`src/rtl/bell_tone_decode_57.sv`:
```
// bell_tone_decode_57: recovers the sounding scale note (or silence) from the buzzer square wave.
// Optional macro BELL_TONE_DECODE_DUTY_EN adds a high-time plausibility check and duty_err_57.
module bell_tone_decode_57 #(
  parameter int P_DO        = 190840,
  parameter int P_RE        = 170068,
  parameter int P_MI        = 151515,
  parameter int P_FA        = 143266,
  parameter int P_SO        = 127551,
  parameter int P_LA        = 113636,
  parameter int P_TI        = 101215,
  parameter int P_DOH       = 95602,
  parameter int TOL_SHIFT   = 6,
  parameter int MATCH_N     = 3,
  parameter int SILENCE_CYC = 250000
) (
  input  logic        clk_50m_57,
  input  logic        rst_57,
  input  logic        bell_in_57,
  output logic [3:0]  note_57,
  output logic        note_chg_57,
  output logic [19:0] period_57,
  output logic        err_57
`ifdef BELL_TONE_DECODE_DUTY_EN
  ,
  output logic        duty_err_57
`endif
);

  localparam logic [1:0]  ST_IDLE = 2'd0;
  localparam logic [1:0]  ST_ARM  = 2'd1;
  localparam logic [1:0]  ST_MEAS = 2'd2;
  localparam logic [19:0] CNT_MAX = 20'hF_FFFF;
  localparam logic [19:0] SIL_LIM = 20'(SILENCE_CYC);
  localparam logic [3:0]  CLS_UNK = 4'd15;
  localparam logic [3:0]  RUN_MAX = 4'(MATCH_N);

  function automatic int note_period(input int idx);
    case (idx)
      0:       return P_DO;
      1:       return P_RE;
      2:       return P_MI;
      3:       return P_FA;
      4:       return P_SO;
      5:       return P_LA;
      6:       return P_TI;
      default: return P_DOH;
    endcase
  endfunction

  // Windows are disjoint, so at most one note can claim a period; a saturated period is never a note.
  function automatic logic [3:0] classify(input logic [19:0] p);
    logic [3:0]  cls;
    logic [20:0] pw, lo_b, hi_b;
    cls = CLS_UNK;
    pw  = {1'b0, p};
    for (int k = 0; k < 8; k++) begin
      lo_b = 21'(note_period(k) - (note_period(k) >> TOL_SHIFT));
      hi_b = 21'(note_period(k) + (note_period(k) >> TOL_SHIFT));
      if (p != CNT_MAX && pw >= lo_b && pw <= hi_b) cls = 4'(k + 1);
    end
    return cls;
  endfunction

  logic        s1_q, s2_q, s3_q;
  logic [19:0] cnt_q, cnt_d;
  logic [1:0]  state_q, state_d;
  logic [19:0] period_q, period_d;
  logic [3:0]  cls_q, cls_d;
  logic        cls_vld_q, cls_vld_d;
  logic [3:0]  prev_q, prev_d;
  logic [3:0]  run_q, run_d;
  logic [3:0]  note_q, note_d;
  logic        chg_q, chg_d;
  logic        err_q, err_d;
  logic        rise, silence, go_idle;
  logic [19:0] period_meas;
`ifdef BELL_TONE_DECODE_DUTY_EN
  logic [19:0] hi_q, hi_d;
  logic        duty_bad_q, duty_bad_d;
  logic        duty_err_q, duty_err_d;
  logic [23:0] high_x8, per_x3, per_x5;
  logic        duty_ok;
`endif

  always_comb begin
    rise        = s2_q & ~s3_q;
    period_meas = (cnt_q == CNT_MAX) ? CNT_MAX : cnt_q + 20'd1;
    silence     = (cnt_q >= SIL_LIM);
    cnt_d       = rise ? 20'd0 : period_meas;
`ifdef BELL_TONE_DECODE_DUTY_EN
    // The rise cycle itself is high, hence the restart at one rather than zero.
    hi_d    = rise ? 20'd1 : ((s2_q && hi_q != CNT_MAX) ? hi_q + 20'd1 : hi_q);
    high_x8 = {1'b0, hi_q, 3'b000};
    per_x3  = 24'(period_meas) * 24'd3;
    per_x5  = 24'(period_meas) * 24'd5;
    duty_ok = (high_x8 >= per_x3) && (high_x8 <= per_x5);
`endif
  end

  always_comb begin
    state_d   = state_q;
    period_d  = period_q;
    cls_d     = cls_q;
    cls_vld_d = 1'b0;
    go_idle   = 1'b0;
`ifdef BELL_TONE_DECODE_DUTY_EN
    duty_bad_d = duty_bad_q;
`endif
    case (state_q)
      ST_IDLE: if (rise) state_d = ST_ARM;
      ST_ARM, ST_MEAS: begin
        if (rise) begin
          state_d   = ST_MEAS;
          period_d  = period_meas;
          cls_vld_d = 1'b1;
          cls_d     = classify(period_meas);
`ifdef BELL_TONE_DECODE_DUTY_EN
          duty_bad_d = ~duty_ok;
          if (!duty_ok) cls_d = CLS_UNK;
`endif
        end else if (silence) begin
          state_d = ST_IDLE;
          go_idle = 1'b1;
        end
      end
      default: state_d = ST_IDLE;
    endcase
  end

  // Lock stage: a note is adopted only after MATCH_N consecutive periods agree; silence breaks the streak.
  always_comb begin
    note_d = note_q;
    chg_d  = 1'b0;
    err_d  = err_q;
    prev_d = prev_q;
    run_d  = run_q;
`ifdef BELL_TONE_DECODE_DUTY_EN
    duty_err_d = duty_err_q;
    if (cls_vld_q && duty_bad_q) duty_err_d = 1'b1;
`endif
    if (go_idle) begin
      run_d  = 4'd0;
      prev_d = 4'd0;
      if (note_q != 4'd0) begin
        note_d = 4'd0;
        chg_d  = 1'b1;
      end
    end else if (cls_vld_q) begin
      if (cls_q == CLS_UNK) begin
        err_d  = 1'b1;
        run_d  = 4'd0;
        prev_d = CLS_UNK;
      end else begin
        if (cls_q == prev_q) begin
          run_d = (run_q >= RUN_MAX) ? RUN_MAX : run_q + 4'd1;
        end else begin
          run_d  = 4'd1;
          prev_d = cls_q;
        end
        if (run_d == RUN_MAX && cls_q != note_q) begin
          note_d = cls_q;
          chg_d  = 1'b1;
        end
      end
    end
  end

  always_ff @(posedge clk_50m_57) begin
    if (!rst_57) begin
      s1_q      <= 1'b0;
      s2_q      <= 1'b0;
      s3_q      <= 1'b0;
      cnt_q     <= 20'd0;
      state_q   <= ST_IDLE;
      period_q  <= 20'd0;
      cls_q     <= 4'd0;
      cls_vld_q <= 1'b0;
      prev_q    <= 4'd0;
      run_q     <= 4'd0;
      note_q    <= 4'd0;
      chg_q     <= 1'b0;
      err_q     <= 1'b0;
`ifdef BELL_TONE_DECODE_DUTY_EN
      hi_q       <= 20'd0;
      duty_bad_q <= 1'b0;
      duty_err_q <= 1'b0;
`endif
    end else begin
      s1_q      <= bell_in_57;
      s2_q      <= s1_q;
      s3_q      <= s2_q;
      cnt_q     <= cnt_d;
      state_q   <= state_d;
      period_q  <= period_d;
      cls_q     <= cls_d;
      cls_vld_q <= cls_vld_d;
      prev_q    <= prev_d;
      run_q     <= run_d;
      note_q    <= note_d;
      chg_q     <= chg_d;
      err_q     <= err_d;
`ifdef BELL_TONE_DECODE_DUTY_EN
      hi_q       <= hi_d;
      duty_bad_q <= duty_bad_d;
      duty_err_q <= duty_err_d;
`endif
    end
  end

  assign note_57     = note_q;
  assign note_chg_57 = chg_q;
  assign period_57   = period_q;
  assign err_57      = err_q;
`ifdef BELL_TONE_DECODE_DUTY_EN
  assign duty_err_57 = duty_err_q;
`endif

endmodule

```
`config.mk`:
```
export PLATFORM = sky130hd
export DESIGN_NAME = bell_tone_decode_57
export DESIGN_NICKNAME = d
export VERILOG_FILES = /design/src/rtl/bell_tone_decode_57.sv
export SDC_FILE = /design/constraint.sdc
export NUM_CORES = 1
export LEC_CHECK = 0
export ABC_AREA = 1
export BUFFER_PORTS_ARGS = -buffer_cell sky130_fd_sc_hd__buf_2
export CELL_PAD_IN_SITES_DETAIL_PLACEMENT = 1
export CELL_PAD_IN_SITES_GLOBAL_PLACEMENT = 2
export CORE_ASPECT_RATIO = 1.5
export CORE_MARGIN = 4
export CORE_UTILIZATION = 35
export DETAILED_ROUTE_END_ITERATION = 8
export PLACE_DENSITY = 0.95
export SETUP_SLACK_MARGIN = 0.05
export SLEW_MARGIN = 20
export SYNTH_ARGS = -nofsm -noshare
export SYNTH_HDL_FRONTEND = slang
export SYNTH_SLANG_ARGS = --single-unit
export TNS_END_PERCENT = 20
```
`constraint.sdc`:
```
create_clock -name clk_50m_57 -period 5 [get_ports clk_50m_57]
set_clock_uncertainty 0.2 [all_clocks]
set_input_delay 0.25 -clock clk_50m_57 [delete_from_list [all_inputs] [get_ports clk_50m_57]]
set_output_delay 0.25 -clock clk_50m_57 [all_outputs]
set_load 0.02 [all_outputs]
```
Yosys cells after proc, flatten, opt, wreduce, memory -nomap -nowiden

Index checks and enable logic that the tools add are counted.

Output and inout bits: 26
RAM bits: 0
Latch bits: 0
Input port bits: 3
Logic and storage cells: 147
Memories kept: 0
ROM bits: 0
Bits in registers: 64

Add/sub/neg operators: 18
Equality and inequality tests: 13
Multiplexer cells: 51
Div/mod/pow operators: 0
Reductions and logical operators: 30
$mul: 0
Shifts and indexed selects: 0
Bitwise gates (word level): 4
Order comparisons: 18

Operators by type and width:

| kind                  | count |
|---|---|
| $mux 27               | 16 |
| $add 21x21->21        | 8 |
| $ge 20x21->1          | 8 |
| $le 20x21->1          | 8 |
| $sub 21x21->21        | 8 |
| $mux 4                | 21 |
| $add 20x1->20 const B | 1 |
| $eq 20x20->1 const B  | 1 |
| $ge 20x18->1 const B  | 1 |
| $mux 20               | 1 |
| $ne 20x20->1 const B  | 1 |
| $logic_and 1x1->1     | 17 |
| $mux 1                | 9 |
| $reduce_and 2->1      | 4 |
| $mux 2                | 3 |
| $ne 2x2->1 const B    | 3 |
| $reduce_or 2->1       | 3 |
| $add 4x1->4 const B   | 1 |
| $eq 4x2->1 const B    | 1 |
| $eq 4x4->1            | 1 |
| $eq 4x4->1 const B    | 1 |
| $ge 4x2->1 const B    | 1 |
| $ne 4x4->1            | 1 |
| $pmux 2 s2            | 1 |
| 11 further kinds      | 14 |

Logic depth before layout (Yosys ltp)

Word-level depth: 16
Mapped depth: 21
Gate-level depth less buffers: 20

Least setup slack after synthesis

No wires, ideal clock.

Kind: register to register
Start: register cnt_q[0]
End: register cls_q[0]
Required time: 4.668 ns
Cell stages (with the launch flop): 18
Setup time: 0.132 ns
Setup slack: 2.568 ns
Clock period less this slack: 2.432 ns
Data arrival time: 2.100 ns
Path buffers: 1
Cells stage by stage: dfxtp_1 ha_1 nand2_1 nor2_4 nand3_1 nor2_1 nor2_1 nor2_2 nand3_4 buf_6 nor2_2 nand4_1 nand2_1 nand2_1 nand2_1 inv_2 nand3_1 a21oi_1

Word-level cells in the longest chain between the ends: 12
Elaborated cells between the ends (all ways): 39
Those cells by class: add/sub: 1; order compare: 14; eq/ne: 2; mux: 8; reduce/logical: 14

RTL lines:

| item                                                 | RTL line | source |
|---|---|---|
| from (decl)                                          | 65       | `logic [19:0] cnt_q, cnt_d;` |
| from (signal assigned)                               | 192      | `cnt_q <= cnt_d;` |
| $add 20x1->20 / $eq 20x20->1 (equally long branches) | 87       | `period_meas = (cnt_q == CNT_MAX) ? CNT_MAX : cnt_q + 20'd1;` |
| $mux 20 (*)                                          | 87       |  |
| $ge 20x21->1 / $ne 20x20->1 (equally long branches)  | 59       | `if (p != CNT_MAX && pw >= lo_b && pw <= hi_b) cls = 4'(k + 1);` |
| $logic_and 1x1->1 (2 in series)                      | 59       |  |
| $mux 4 (6 in series)                                 | 59       |  |
| $mux 4 (*)                                           | 59       |  |
| to (signal assigned)                                 | 195      | `cls_q <= cls_d;` |
| to (decl)                                            | 68       | `logic [3:0] cls_q, cls_d;` |

Every way passes the cells marked *; elsewhere a longest branch is shown, timed or not.
A chain may end at the register's enable or synchronous reset.

Worst setup path in the final report

Same ends and word-level chain as after synthesis.

==> out/results.ini <==
[critical_path]
crit_type=flop to flop
r2r_end=cls_q[0]$_SDFFE_PN0P_
cp-end-kind=flop
path_max_fanout=30
r2r_cells=14
critPathArrivalTime_ns=3.80
cp-startpoint=cnt_q[0]$_SDFF_PP0_
ff2ff_setup_slack_ns=1.21
crit_required_ns=5.01
worstSetupStartpointType=flop
r2r-start=cnt_q[0]$_SDFF_PP0_

[timing]
slew_headroom_pct=40.0
finalCritPeriodShare_pct=75.7
tightest_slew_ns=0.891
finalHoldViolCount=0
setup_violations=0
tns_ns=0
setup_ws_ns=1.21
slew_violations=0
max_freq_mhz=264
rsz0062_at_grt=no
fin_crit_ns=3.79

[run_status]
status=completed

[hold_path]
worstHoldPathCells=3
holdPathEnd=s2_q$_SDFF_PN0_
worstHoldStart=rst_57
worstHoldPathType=input port to flop

[place]
post-place-ws_ns=1.32
hpwl_um=14100
gp_congestion=0.993
io_buffers=28

[yosys]
synth_area_per_cell_um2=5.99
synth_cells=784
syn-num-nets=791
synth.largest_area_cell=dfxtp_1
synthFlopType=dfxtp_1
synth-seq-area-share_pct=27.3
synthDistinctLibCells=40
ys_ff_latch=64
netlist_area_mm2=0.00469
synth_top_area_share_pct=27.3
synth_area_leaders=dfxtp_1, nand2_1, nor2_1, inv_1, nand3_1
synthArstFlopShare_pct=0
synth_edf_count=0
yosysWarnings=0

[routing]
drcViolationCount=0
antenna_left=0
vias_per_cell=5.34
vias=5190
dr.first_iter.drc_count=205
first_pass_iters=4
routed_wl_um=17400
wl_per_cell_um=17.9

[floorplan]
dieWidth_um=103
ios=29
dieHeight_um=150
die_area_mm2=0.0154
core_area_mm2=0.0131
rows=51
start_util_pct=35.9

[global_route]
grt_pass1_wl_um=28200
track_usage_pct=23.7
grt_start_max_net_pins=44
antenna_found_initial=0
grt_pass1_vias=5495
grt_overflow=0

[clock_network]
post_cts_resized=0
clk_pin_slew_ns=0.06
clockBufferDepth=2
cts_buffers=9
h-tree-depth=3
cts.sinks=64
cts-root-buf=clkbuf_16
cts_tree=built
hold_buffers=1
clk_latency_ns=0.34
cts_setup_buffers=0

[finish]
synthToLayoutAreaGrowth_pct=12.5
drive_gt1_share_pct=14.3
antenna_cells=0
fin_nets=815
utilization_pct=40.4

[pwr]
power_density_mw_per_mm2=242
leakage_nw=2.63
irDropWorstVdd_mv=0.172

[flow_run]
cap_viol_max_count=0

## flip-flops by register name (all words and copies together) (netlist names), 2 cells and up
signal / cells
prev_q: 4
period_57: 20
state_q: 2
cnt_q: 20
cls_q: 4
note_57: 4
run_q: 4
## worst max-delay path, stage by stage (launching register included)
cell and delay, ns:
dfxtp_1 0.46, ha_1 0.23, nand3_1 0.16, nor2_2 0.21, nand3_4 0.41, inv_2 0.31
nor2_1 0.19, o21ai_0 0.75, nand3_1 0.14, nand3_1 0.17, nand2_1 0.07, nor2_1 0.12
nor2_1 0.07, nand3_1 0.09, a21oi_1 0.07
## kinds of logic after synthesis
logic type                 Yosys count  share of synthesized area [%]
AOI/OAI and AO/OA                   80                           10.5
xor gates and xnor gates             8                           1.49
adders and majority gates            4                           1.07
buffers and inverters              127                           11.0
DFF                                 64                           27.3
and+or+nand+nor                    501                           48.7
## placed cells by master (no fill, tap or decap), drive strengths merged
master	instances
nor2	141
dfxtp	64
nand3b	2
nand2	248
dlygate4sd3	1
clkinv	4
o311ai	1
and2	1
nand4	16
nor3	21
xnor2	3
nor3b	1
a21boi	1
o31ai	1
o21a	1
a22oi	1
o2111a	1
nor4	1
a31oi	3
o211ai	15
a21oi	29
nand3	69
or2	1
ha	4
o21ai	27
clkbuf	9
clkinvlp	1
inv	110
buf	29
bufinv	2
xor2	5
## final cells by class
cell class / instances / area, µm²
multi-input cells: 593 / 2900
repair buffers: 30 / 158
clock buffers: 9 / 225
inverters: 110 / 413
well taps: 159 / 199
fillers: 1769 / 7800
flip-flops and latches: 64 / 1280
clock inverters: 7 / 103
## where the power goes
group	leakage, nW	switching, mW	total, mW	internal, mW
clock	0.157	0.256	0.698	0.441
sequential	0.517	0.00543	0.522	0.516
combinational	1.96	0.0459	0.0608	0.0149
## worst max path at each step
stage	end
global placement	cls_q[1]$_SDFFE_PN0P_
CTS	cls_q[0]$_SDFFE_PN0P_
detailed placement	cls_q[0]$_SDFFE_PN0P_
finish	cls_q[0]$_SDFFE_PN0P_
floorplan	cls_q[0]$_SDFFE_PN0P_
global route	cls_q[0]$_SDFFE_PN0P_
## cell usage after synthesis (all sizes together) (2+ instances only)
cell and n:
clkinv 2, nand3b 2, nor2 141, nand4 16
nor3 21, buf 5, nand2 248, nand3 69
o211ai 15, ha 4, a31oi 3, dfxtp 64
inv 108, a21oi 29, xnor2 3, xor2 5
o21ai 27, clkbuf 12
## per-layer routing
layer  routed length (µm)  up-vias  part of all wire [%]  track usage, %
li1                     -     2532                     -               -
met3                  460       64                   2.6            3.03
met1                 6710     2481                    39            25.9
met5                    0        -                     0               0
met2                 9090      113                    52            42.0
met4                 1110        0                   6.4            15.0
## through the flow
stage          hold WS [ns]  std cells  instance area, µm²  total power [mW]
2_1_floorplan         0.148        784                4690             0.573
3_3_place_gp          0.193        955                4940             0.591
3_5_place_dp          0.230        955                4940             0.592
4_1_cts               0.174        972                5280              1.29
5_1_grt               0.192        972                5280              1.32
6_report              0.164        972                5280              1.28
Note: power is estimated with default switching activity, not from simulation.
